File: config.mk
export PLATFORM = sky130hd
export DESIGN_NAME = jtframe_nvram_ioctl
export DESIGN_NICKNAME = d
export VERILOG_FILES = /design/src/rtl/jtframe_nvram_pkg.sv /design/src/rtl/jtframe_nvram_ioctl.sv
export SDC_FILE = /design/constraint.sdc
export NUM_CORES = 1
export LEC_CHECK = 0
export CORE_AREA = 2 2 70 72
export DETAILED_ROUTE_END_ITERATION = 16
export DIE_AREA = 0 0 72 74
export MAX_ROUTING_LAYER = met4
export PLACE_DENSITY_LB_ADDON = 0.15
export SYNTH_ARGS = -nofsm -noshare
export SYNTH_HDL_FRONTEND = slang
export SYNTH_SLANG_ARGS = --single-unit
File: constraint.sdc
create_clock -name clk -period 1.4 [get_ports clk]
set_input_delay 0.21 -clock clk [delete_from_list [all_inputs] [get_ports clk]]
set_output_delay 0.21 -clock clk [all_outputs]
set_load 0.03 [all_outputs]
File: src/rtl/jtframe_nvram_pkg.sv
// jtframe_nvram_pkg: shared FSM encoding and address
// range helper for the NVRAM ioctl port driver.
package jtframe_nvram_pkg;

  typedef enum logic [1:0] {
    ST_IDLE = 2'd0,
    ST_WR   = 2'd1,
    ST_RD   = 2'd2,
    ST_CAP  = 2'd3
  } nv_state_t;

  function automatic logic in_range(
    input logic [63:0] addr,
    input int          aw
  );
    return (addr >> aw) == 64'd0;
  endfunction

endpackage

File: src/rtl/jtframe_nvram_ioctl.sv
// jtframe_nvram_ioctl: drives NVRAM port 1 from the
// ioctl download/upload window and tracks a dirty flag.
module jtframe_nvram_ioctl
  import jtframe_nvram_pkg::*;
#(
  parameter int DW    = 8,
  parameter int AW    = 10,
  parameter int IOW   = 25,
  parameter int RDLAT = 1
) (
  input  logic           clk,
  input  logic           rst_n,
  input  logic           ioctl_ram,
  input  logic [IOW-1:0] ioctl_addr,
  input  logic [DW-1:0]  ioctl_dout,
  input  logic           ioctl_wr,
  input  logic           ioctl_rd,
  output logic [DW-1:0]  ioctl_din,
  output logic           ioctl_din_ok,
  input  logic           game_we,
  output logic           dirty,
  output logic           busy,
  output logic           sel_b,
  output logic [AW-1:0]  addr1b,
  output logic           we_b,
  output logic [DW-1:0]  data1,
  input  logic [DW-1:0]  q1
);

  localparam logic [1:0] CNT_INIT = 2'(RDLAT - 1);

  nv_state_t     state_q, state_d;
  logic [1:0]    cnt_q, cnt_d;
  logic [AW-1:0] addr_q, addr_d;
  logic [DW-1:0] data_q, data_d;
  logic [DW-1:0] din_q, din_d;
  logic          we_q, we_d;
  logic          ok_q, ok_d;
  logic          sel_q, sel_d;
  logic          dirty_q, dirty_d;
  logic          inr_q, inr_d;
  logic          acc_q, acc_d;
  logic          ram_q, ram_d;

  logic idle, addr_ok, take_wr, take_rd, fall;

  always_comb begin
    idle    = state_q == ST_IDLE;
    addr_ok = in_range(64'(ioctl_addr), AW);
    take_wr = idle & ioctl_ram & ioctl_wr;
    take_rd = idle & ioctl_ram & ioctl_rd & ~ioctl_wr;
    fall    = ram_q & ~ioctl_ram;
  end

  always_comb begin
    state_d = state_q;
    cnt_d   = cnt_q;
    addr_d  = addr_q;
    data_d  = data_q;
    din_d   = din_q;
    inr_d   = inr_q;
    we_d    = 1'b0;
    ok_d    = 1'b0;
    unique case (state_q)
      ST_IDLE: begin
        if (take_wr) begin
          state_d = ST_WR;
          addr_d  = ioctl_addr[AW-1:0];
          data_d  = ioctl_dout;
          we_d    = addr_ok;
        end else if (take_rd) begin
          state_d = ST_RD;
          addr_d  = ioctl_addr[AW-1:0];
          cnt_d   = CNT_INIT;
          inr_d   = addr_ok;
        end
      end
      ST_WR: state_d = ST_IDLE;
      ST_RD: begin
        if (cnt_q == 2'd0) state_d = ST_CAP;
        else cnt_d = cnt_q - 2'd1;
      end
      ST_CAP: begin
        state_d = ST_IDLE;
        ok_d    = 1'b1;
        din_d   = inr_q ? q1 : '0;
      end
      default: state_d = ST_IDLE;
    endcase
  end

  // sel_b stays up while busy so a read in flight at
  // window close still completes on port 1
  always_comb begin
    sel_d   = ioctl_ram | ~idle;
    ram_d   = ioctl_ram;
    acc_d   = fall ? 1'b0 : (acc_q | take_wr | take_rd);
    dirty_d = dirty_q;
    if (fall && acc_q) dirty_d = 1'b0;
    if (game_we) dirty_d = 1'b1;
  end

  always_ff @(posedge clk or negedge rst_n) begin
    if (!rst_n) begin
      state_q <= ST_IDLE;
      cnt_q   <= '0;
      addr_q  <= '0;
      data_q  <= '0;
      din_q   <= '0;
      inr_q   <= 1'b0;
      we_q    <= 1'b0;
      ok_q    <= 1'b0;
      sel_q   <= 1'b0;
      dirty_q <= 1'b0;
      acc_q   <= 1'b0;
      ram_q   <= 1'b0;
    end else begin
      state_q <= state_d;
      cnt_q   <= cnt_d;
      addr_q  <= addr_d;
      data_q  <= data_d;
      din_q   <= din_d;
      inr_q   <= inr_d;
      we_q    <= we_d;
      ok_q    <= ok_d;
      sel_q   <= sel_d;
      dirty_q <= dirty_d;
      acc_q   <= acc_d;
      ram_q   <= ram_d;
    end
  end

  assign ioctl_din    = din_q;
  assign ioctl_din_ok = ok_q;
  assign dirty        = dirty_q;
  assign busy         = ~idle;
  assign sel_b        = sel_q;
  assign addr1b       = addr_q;
  assign we_b         = we_q;
  assign data1        = data_q;

endmodule

==> results.py, run 1 <==
metrics = {
    "routing": {
        "finalWirelength_um": 3600,
        "routed-via-count": 1211,
        "detailedRoute.firstPassIterationCount": 4,
        "detail-route-antenna-nets": 0,
        "vias_per_cell": 4.55,
        "post_drt_wl_per_cell_um": 13.5,
        "drc_errors": 0,
        "detailedRoute.firstIterationViolations": 52,
    },
    "finish": {
        "antenna_cells": 0,
        "final-instance-count-excl-fill": 266,
        "postLayoutCellArea_um2": 2570,
        "finish.net_count": 259,
        "mostFrequentLayoutCell": "clkdlybuf4s50_1",
        "mostFrequentLayoutCells": "clkdlybuf4s50_1 (45), dfrtp_1 (37), dlygate4sd2_1 (30), mux2_4 (20), nand2_1 (18)",
        "post_route_cells_drive_above_1_share_pct": 21.2,
        "post-route-util_pct": 55.9,
        "n_fill_cell": 412,
        "area_growth_pct": 65.4,
    },
    "grt": {
        "grt_antenna_before_repair": 0,
        "number_of_global_route_vias_before_repair": 1259,
        "grt_pass1_wl_um": 5950,
        "gr-total-overflow": 0,
        "track_usage_pct": 15.3,
        "grt_start_max_net_pins": 22,
    },
    "synth": {
        "synth_simple_gate_area_share_pct": 11.3,
        "synth_seq_cells": 37,
        "synth_warnings": 0,
        "synth-compound-area-share_pct": 5.23,
        "synth_top_cell_area_share_pct": 59.5,
        "syn-cell-area_um2": 1560,
        "yosys.area_share.adder_pct": 0.805,
        "synthDistinctLibCells": 26,
        "synthesis.instances": 119,
        "ys_seq_area_share_pct": 59.5,
        "synth.net_count": 167,
        "synth-xor-area-share_pct": 0,
        "post-synth-top-area-cell": "dfrtp_1",
        "synth.area.top_cells": "dfrtp_1 (60%), mux2_4 (16%), nand2_1 (4.3%), o21ai_0 (2.9%), mux2_2 (2.2%)",
        "synthesis.area_per_instance_um2": 13.1,
        "synth_top_family_by_area": "multiplexers",
        "synthMuxAreaShare_pct": 19.2,
    },
    "die": {
        "placementRows": 25,
        "die-width_um": 72,
        "io_pins": 78,
        "overall_die_area_um2": 5330,
        "core_area_um2": 4600,
        "fp.dieH_um": 74,
        "initial_utilization_pct": 33.8,
    },
    "hold_path": {
        "min-delay-path-class": "input pin to async pin",
    },
    "setup_path": {
        "crit_fanout": 8,
        "startpoint_type": "register",
        "arrival_ns": 1.58,
        "cp_slowest_stage_delay_ns": 0.41,
        "setup.worst_path.end_class": "register",
        "path_cells": "nor2_4 > buf_6 > and3_4 > mux2_4",
        "crit_path_top_delay_cell": "dfrtp_1",
        "path_class": "register to register",
        "endpoint_required_time_on_the_critical_path_ns": 1.57,
    },
    "power_and_ir_drop": {
        "pwr-share-seq_pct": 32.5,
        "cellInternalPower_mw": 3.35,
        "p_clk_share_pct": 17.6,
        "p_leak_nw": 1.22,
        "switchingPower_mw": 2.09,
        "power_per_cell_area_nw_per_um2": 2110,
        "swShare_pct": 38.4,
        "comb_power_share_pct": 49.9,
        "power.total_mw": 5.44,
        "peakVddDrop_uv": 745,
    },
    "timing": {
        "max-slew-margin-rel_pct": 70.7,
        "rsz0062_at_grt": "true",
        "worst_slew_pin_slew_ns": 0.438,
        "final_slew_viol_count": 0,
        "finalWorstPathRequiredPeriod_ns": 1.41,
        "final_worst_clock_skew_ns": 0.00714,
        "finalHoldViolations": 0,
        "layout_worst_path_cycle_share_pct": 101,
        "setup_ws_ns": -0.0147,
        "clock.fmax_mhz": 707,
        "setup_viol": 15,
    },
    "cts": {
        "clkSlewWorstSetupHoldPaths_ns": 0.08,
        "h_tree_level_count": 2,
        "clock_path_buffers": 2,
        "num_cts_buffers": 5,
        "tritoncts": "built",
        "worstSkewPairLatency_ns": 0.28,
        "clockRootBuffer": "clkbuf_8",
        "numClockSinks": 37,
    },
    "placement": {
        "buffer_ports.inserted": 77,
        "placed_cell_area_um2": 2440,
        "place.gp.congestion": 0.837,
        "dpl.cell_count": 254,
        "post-dp-hpwl_um": 2760,
    },
    "flow_run": {
        "cap_violations": 0,
    },
    "run_status": {
        "run_status": "complete, but fails checks",
        "failing_checks": "setup timing",
    },
}
## through the flow
step / setup TNS, ns / worst slack (ns) / hold WS (ns)
after floorplan: 0 / 0.0477 / -0.0856
after global placement: -2.55 / -0.177 / 0.166
after detailed placement: -3.52 / -0.231 / 0.172
after CTS: -0.263 / -0.0342 / 0.399
after global routing: -1.28 / -0.0795 / 0.440
final: -0.105 / -0.0147 / 0.390
## worst max-delay path: cells and delay by family, from the launching register on
| family | cells | cell delay (ns) |
|---|---|---|
| buffers and inverters | 1 | 0.12 |
| and+or+nand+nor | 2 | 0.45 |
| DFF | 1 | 0.41 |
| muxes | 1 | 0.31 |
## what timing repair did
action / 4_1_cts / 5_1_grt
endpoints found under the setup margin: 48 / 21
pin swaps: 2 / 1
gates cloned: 0 / 0
hold buffers: 1 / 0
gates resized for setup: 37 / 3
endpoints found under the hold margin: 16 / 0
buffers inserted: 0 / 3
## routing by layer
| layer | GRT usage (%) | vias to the layer above | wire, µm |
|---|---|---|---|
| met4 | 6.29 | 0 | 53 |
| met1 | 19.1 | 576 | 1500 |
| met5 | - | - | 0 |
| li1 | - | 583 | - |
| met3 | 3.66 | 5 | 247 |
| met2 | 24.2 | 47 | 1800 |
## flip-flops by register name, indices dropped and copies added (netlist names)
name	cells
addr1b	10
data1	8
ioctl_din	8
cnt_q	2
state_q	2
acc_q	1
dirty	1
inr_q	1
ioctl_din_ok	1
ram_q	1
sel_b	1
we_b	1
## logic make-up after synthesis
group,Yosys count
DFF,37
and+or+nand+nor,34
muxes,21
AOI/OAI and AO/OA,14
buffers and inverters,12
adders and majority gates,1
## power groups by stage
stage	sequential [mW]	clock (mW)	combinational, mW
after floorplan	2.58	0	0.877
after global placement	1.79	0	2.87
after detailed placement	1.80	0	2.92
after CTS	1.77	0.984	2.69
after global routing	1.84	1.03	2.89
final	1.77	0.955	2.71
## Yosys cell counts, drive strengths merged
library cell	instances
dfrtp	37
mux2	20
nand2	18
o21ai	9
inv	8
nor2	4
buf	3
nor4	3
a21oi	2
nand3	2
a21o	1
a2bb2oi	1
and3	1
clkbuf	1
ha	1
mux2i	1
nand2b	1
nand4	1
nand4b	1
nand4bb	1
nor3	1
o211a	1
or2b	1
## layout make-up
class	instances	area, µm²	area share [%]
clock inverters	2	37.5	1.46
multi-input cells	70	584	22.7
flip-flops and latches	37	926	36.0
clock buffers	6	82.6	3.21
well taps	54	67.6	2.63
inverters	8	30.0	1.17
repair buffers	89	845	32.8
## worst paths after layout
check | from | end | slack [ns] | depth (start not counted)
setup / recovery | state_q[1]$_DFFE_PN0P_ | data1[1]$_DFFE_PN0P_ | -0.01 | 4
hold / removal | rst_n | cnt_q[0]$_DFFE_PN0P_ | 0.39 | 2
setup reg to reg | state_q[1]$_DFFE_PN0P_ | data1[1]$_DFFE_PN0P_ | -0.01 | 4
hold reg to reg | ram_q$_DFF_PN0_ | acc_q$_DFF_PN0_ | 0.45 | 1
max in group asynchronous | rst_n | data1[0]$_DFFE_PN0P_ | 0.55 | 3
min in group clk | ram_q$_DFF_PN0_ | acc_q$_DFF_PN0_ | 0.45 | 1
Power figures use the tool's default switching activity.
==> inputs of run 2 (changes only) <==
--- a/config.mk
+++ b/config.mk
@@ -8,6 +8,7 @@
 export CORE_AREA = 2 2 70 72
 export DETAILED_ROUTE_END_ITERATION = 16
 export DIE_AREA = 0 0 72 74
+export HOLD_SLACK_MARGIN = 0.15
 export MAX_ROUTING_LAYER = met4
 export PLACE_DENSITY_LB_ADDON = 0.15
 export SYNTH_ARGS = -nofsm -noshare
==> results of run 2 <==
Same layout as run 1: the final DEF is identical, and so are final timing and power.
==> inputs of run 3 (changes only) <==
--- a/config.mk
+++ b/config.mk
@@ -6,6 +6,7 @@
 export NUM_CORES = 1
 export LEC_CHECK = 0
 export CORE_AREA = 2 2 70 72
+export CTS_CLUSTER_SIZE = 14
 export DETAILED_ROUTE_END_ITERATION = 16
 export DIE_AREA = 0 0 72 74
 export HOLD_SLACK_MARGIN = 0.15
==> results of run 3 <==
Same layout as run 1: the final DEF is identical, and so are final timing and power.
